<file path="config.mk">
export PLATFORM = sky130hd
export DESIGN_NAME = mux_sel_serializer
export DESIGN_NICKNAME = d
export VERILOG_FILES = /design/src/rtl/mux_sel_serializer.sv
export SDC_FILE = /design/constraint.sdc
export NUM_CORES = 1
export LEC_CHECK = 0
export ABC_AREA = 1
export BUFFER_PORTS_ARGS = -buffer_cell sky130_fd_sc_hd__buf_2
export CORE_MARGIN = 2
export CORE_UTILIZATION = 25
export CTS_BUF_LIST = sky130_fd_sc_hd__clkbuf_4 sky130_fd_sc_hd__clkbuf_8
export DETAILED_ROUTE_END_ITERATION = 16
export PLACE_DENSITY = 0.48
export SLEW_MARGIN = 40
export SYNTH_ARGS = -nofsm -noshare
export SYNTH_HDL_FRONTEND = slang
export SYNTH_SLANG_ARGS = --single-unit
</file>
<file path="constraint.sdc">
create_clock -name clk -period 1.9 [get_ports clk]
set_input_delay 0.19 -clock clk [delete_from_list [all_inputs] [get_ports clk]]
set_output_delay 0.19 -clock clk [all_outputs]
set_load 0.02 [all_outputs]
</file>
<file path="src/rtl/mux_sel_serializer.sv">


module mux_sel_serializer #(
  parameter int n = 4
) (
  input  logic                 clk,
  input  logic                 reset,
  input  logic                 start,
  input  logic [n-1:0]         din,
  output logic [n-1:0]         w,
  output logic [$clog2(n)-1:0] sel,
  input  logic                 f,
  output logic                 sout,
  output logic                 sout_valid,
  output logic                 busy,
  output logic                 done
);
  localparam int SW = $clog2(n);
  localparam logic [SW-1:0] LAST = SW'(n - 1);

  typedef enum logic {IDLE, RUN} state_t;
  state_t state;

  always_ff @(posedge clk or posedge reset) begin
    if (reset) begin
      state      <= IDLE;
      w          <= '0;
      sel        <= '0;
      sout       <= 1'b0;
      sout_valid <= 1'b0;
      busy       <= 1'b0;
      done       <= 1'b0;
    end else begin
      case (state)
        IDLE: begin
          sout_valid <= 1'b0;
          done       <= 1'b0;
          if (start) begin
            w     <= din;
            sel   <= '0;
            busy  <= 1'b1;
            state <= RUN;
          end
        end
        RUN: begin
          sout       <= f;
          sout_valid <= 1'b1;
          if (sel != LAST) begin
            sel  <= sel + 1'b1;
            done <= 1'b0;
          end else begin
            done <= 1'b1;
            // Explicit reload: sel never relies on counter overflow to reach 0.
            if (start) begin
              w   <= din;
              sel <= '0;
            end else begin
              state <= IDLE;
              busy  <= 1'b0;
            end
          end
        end
        default: state <= IDLE;
      endcase
    end
  end
endmodule
</file>
# [Word-level counts from Yosys, hierarchy flattened]
# Cells that the tools add are included.
[word_totals] rom_bits=0 output_inout_bits=10 latchBits=0 wordCells=30 inputBits=8 memories=0 register_bits=11 ram_bits=0
[classes] n_mux=16 mul=0 n_eq_ne=4 reduce_logical=1 div_mod_pow=0 bitwise=1 addsub=1 magnitude_cmp=0 shifts=0
[ops] op="two-way mux 4 bit" n=2
[ops] op="!= test 2 bit (second input constant)" n=4
[ops] op="case mux 1 bit (2 select lines)" n=4
[ops] op="case mux 4 bit (2 select lines)" n=1
[ops] op="two-way mux 1 bit" n=6
[ops] op="two-way mux 2 bit" n=2
[ops] op="case mux 2 bit (2 select lines)" n=1
[ops] op="AND reduction 3 bit" n=1
[ops] op="adder 2 x 1 -> 2 bit (second input constant)" n=1
[ops] op="NOT 1 bit" n=1

# [Depth between registers and ports, before layout]
[depth] depth_word=3 depth_mapped=6 ltp_nobuf=6

# [Worst setup path after synthesis]
# No wires, ideal clock.
[synth_timing] path_type="register -> register" from="reg sel[0]" to="reg w[0]" stages_incl_launch_ff=7 period_less_slack_ns=1.138 t_required_ns=1.783 setup_ns=0.117 arrival_ns=1.021 slack_ns=0.762 n_path_buf=0 cell_sequence="dfrtp_1 ha_1 inv_1 nand2_4 nand2_1 nand2_1 nand2_1"
[synth_via] elab_chain_cells=2
[synth_rtl] element="start: declaration" line_no="11" source="output logic [$clog2(n)-1:0] sel,"
[synth_rtl] element="start signal: assignment" line_no="49" source="sel <= sel + 1'b1;"
[synth_rtl] element="!= test 2 bit" line_no="48" source="if (sel != LAST) begin"
[synth_rtl] element="!= test 2 bit (no line)"
[synth_rtl] element="end signal: assignment" line_no="39" source="w <= din;"
[synth_rtl] element="end signal: assignment" line_no="55" source="w <= din;"
[synth_rtl] element="end: declaration" line_no="10" source="output logic [n-1:0] w,"
# No other way between the ends.
# A chain may end at the register's enable or synchronous reset.

# [Final worst setup path]
# Same ends and word-level chain as after synthesis.

==> impl_metrics.py <==
metrics = {
    "status": {
        "run_status": "completed",
    },
    "floorplan": {
        "die_w_um": 47.7,
        "dieArea_um2": 2280,
        "coreArea_um2": 1760,
        "io_pins": 18,
        "fp.dieH_um": 47.7,
        "rows": 15,
        "initial_core_util": 0.271,
    },
    "timing": {
        "tightest_slew_ns": 0.419,
        "slew_headroom": 0.720,
        "setup_viol": 0,
        "finalClockSkew_ns": 0.00251,
        "period_share": 0.595,
        "grt_setup_unrepaired": "false",
        "fin_crit_ns": 1.13,
        "max_freq_mhz": 885,
        "report.final.slew_viol_count": 0,
        "fin_tns_setup_ns": 0,
        "hold_viol_final": 0,
    },
    "pwr": {
        "power_frac_comb": 0.445,
        "intPower_uw": 601,
        "clkPwrFrac": 0.160,
        "p_leak_nw": 0.361,
        "p_per_area_nw_per_um2": 1660,
        "vdd_drop_max_mv": 0.738,
        "switching_share": 0.419,
        "p_switching_uw": 434,
        "seq_power_share": 0.395,
    },
    "setup_path": {
        "path_class": "reg2reg",
        "start_kind": "flop",
        "crit_slowest_cell": "dfrtp_1",
        "cp.buffers_inverters": 1,
        "cpMostUsedCell": "nand2_1",
        "cp-end-kind": "flop",
        "cp_max_fo": 6,
        "rr_endpoint": "w[0]$_DFFE_PP0P_",
        "worstPathCellList": "ha_1, inv_1, nand2_4, nand2_1, nand2_1, nand2_1",
        "cp.arrival_ns": 1.33,
        "crit_family": "flip-flops",
        "r2r_start": "sel[0]$_DFF_PP0_",
        "r2r_cells": 6,
        "required_ns": 2.10,
        "rrSetupSlack_ns": 0.77,
        "max_stage_delay_ns": 0.41,
    },
    "worst_hold_path": {
        "min-delay-start": "f",
        "min_delay_path_depth": 3,
        "hold_path_class": "in2reg",
        "whs_endpoint": "sout$_DFFE_PP0P_",
    },
    "clock_network": {
        "htree_levels": 1,
        "cts_tree": "built",
        "clockBufferDepth": 2,
        "cts.sinks": 11,
        "cts_setup_buffers": 0,
        "cts-root-buf": "clkbuf_4",
        "postCtsHoldBufs": 1,
        "path_clk_slew_ns": 0.06,
        "cts_buffers": 3,
        "clock_latency_ns": 0.26,
        "cts_resized": 0,
    },
    "layout": {
        "multiInputGateArea_um2": 165,
        "finish.utilization": 0.353,
        "drive_gt1_frac": 0.333,
        "seqCellArea_um2": 275,
        "nets": 83,
        "diodes": 0,
        "syn2layout_area_growth_pct": 30.4,
        "fillers": 209,
    },
    "detailed_routing": {
        "first_pass_iters": 3,
        "vias": 376,
        "drt-vias-per-instance": 3.88,
        "wl_per_cell_um": 9.05,
        "drt_iter0_markers": 3,
        "ant_nets": 0,
        "drt_wl_total_um": 878,
        "drt_drc_violations_left": 0,
    },
    "synth": {
        "syn_area_per_cell_um2": 9.37,
        "synthTopCellsByArea": "dfrtp_1 58%, nand2_1 15%, nand3_1 7.3%",
        "synthCells": 51,
        "syn-num-nets": 61,
        "async_reset_ff_frac": 1.00,
        "ys_seq_elements": 11,
        "yosysUniqueCellTypes": 11,
        "yosysTopAreaCellShare": 0.576,
        "yosys.cell_count.top_type": "nand2_1",
        "yosys_warnings": 0,
        "netlist_area_um2": 478,
        "synth_commonest_cells": "19 x nand2_1, 11 x dfrtp_1, 7 x nand3_1, 6 x inv_1, 2 x ha_1",
        "ys_seq_area_frac": 0.576,
        "synth_flop_cell": "dfrtp_1",
        "synth_area_leader_cell": "dfrtp_1",
        "synth-edff-count": 0,
    },
    "place": {
        "portBuffers": 17,
        "hpwl_um": 704,
        "place.gp.congestion": 0.762,
    },
    "grt": {
        "grt-ovfl-total": 0,
        "antenna_found_initial": 0,
        "grt_use_total": 0.0932,
        "grt_max_degree": 12,
        "grt_pass1_vias": 326,
        "grt_first_pass_wirelength_um": 1380,
    },
    "run": {
        "cap_violations": 0,
    },
}
[worst reg2reg max path, stage by stage (launching register included)]
cell and delay (ns):
dfrtp_1 0.41, ha_1 0.24, inv_1 0.09, nand2_4 0.07, nand2_1 0.13, nand2_1 0.06, nand2_1 0.06
[cell type report]
class	instances	area share
inverters	7	0.0422
flip-flops and latches	11	0.442
multi-input cells	32	0.265
repair buffers	18	0.153
clock buffers	4	0.0482
well taps	25	0.0502
[metrics by stage]
step                      std cells  power (mW)  worst slack, ns  cell area, µm²  hold WS, ns
after floorplan                  51       0.744            0.762             478       0.0424
after global placement           92       0.881            0.794             583        0.207
after detailed placement         92       0.882            0.775             583        0.212
after CTS                        97        1.06            0.754             623        0.119
after global routing             97        1.13            0.636             623        0.140
final                            97        1.03            0.770             623        0.132
[power by group through the flow]
stage / registers [mW] / logic, mW / clock network, mW
global route: 0.427 / 0.518 / 0.188
global placement: 0.418 / 0.462 / 0
detailed placement: 0.416 / 0.466 / 0
finish: 0.409 / 0.460 / 0.166
floorplan: 0.516 / 0.228 / 0
CTS: 0.412 / 0.469 / 0.177
[kinds of logic after synthesis]
logic type / share of synthesized area
adders and majority gates: 0.0523
buffers and inverters: 0.0785
and+or+nand+nor: 0.270
DFF: 0.576
AOI/OAI and AO/OA: 0.0236
[placed cells by master, fill, tap and decap left out, drive strengths merged]
| cell | netlist | final |
|---|---|---|
| ha | 2 | 2 |
| o21bai | 1 | 1 |
| nand3 | 7 | 7 |
| nor2 | 1 | 1 |
| dfrtp | 11 | 11 |
| dlygate4sd3 | 0 | 1 |
| nand2 | 20 | 20 |
| clkbuf | 0 | 4 |
| inv | 7 | 7 |
| buf | 1 | 17 |
| nand3b | 1 | 1 |
[state kept, by name (all words and copies together), names as in the netlist]
name        cells
state           1
busy            1
sout_valid      1
w               4
sel             2
sout            1
done            1
[metal layers]
| layer | part of all wire | routed length (µm) | global-route usage | up-vias |
|---|---|---|---|---|
| met1 | 0.47 | 413 | 0.127 | 163 |
| met5 | 0 | 0 | 0 | - |
| met4 | 0.014 | 12 | 0.0324 | 0 |
| met3 | 0.087 | 76 | 0.0679 | 2 |
| met2 | 0.43 | 376 | 0.112 | 11 |
| li1 | - | - | - | 200 |
[worst max-delay path by stage]
| stage | start | end | cells past startpoint |
|---|---|---|---|
| finish | sel[0]$_DFF_PP0_ | w[0]$_DFFE_PP0P_ | 6 |
| global route | sel[0]$_DFF_PP0_ | w[3]$_DFFE_PP0P_ | 6 |
| CTS | sel[0]$_DFF_PP0_ | w[0]$_DFFE_PP0P_ | 6 |
| detailed placement | sel[0]$_DFF_PP0_ | w[2]$_DFFE_PP0P_ | 6 |
| global placement | sel[0]$_DFF_PP0_ | w[2]$_DFFE_PP0P_ | 6 |
| floorplan | sel[0]$_DFF_PP0_ | w[0]$_DFFE_PP0P_ | 6 |
No activity file was read; power rests on OpenSTA's default activity.
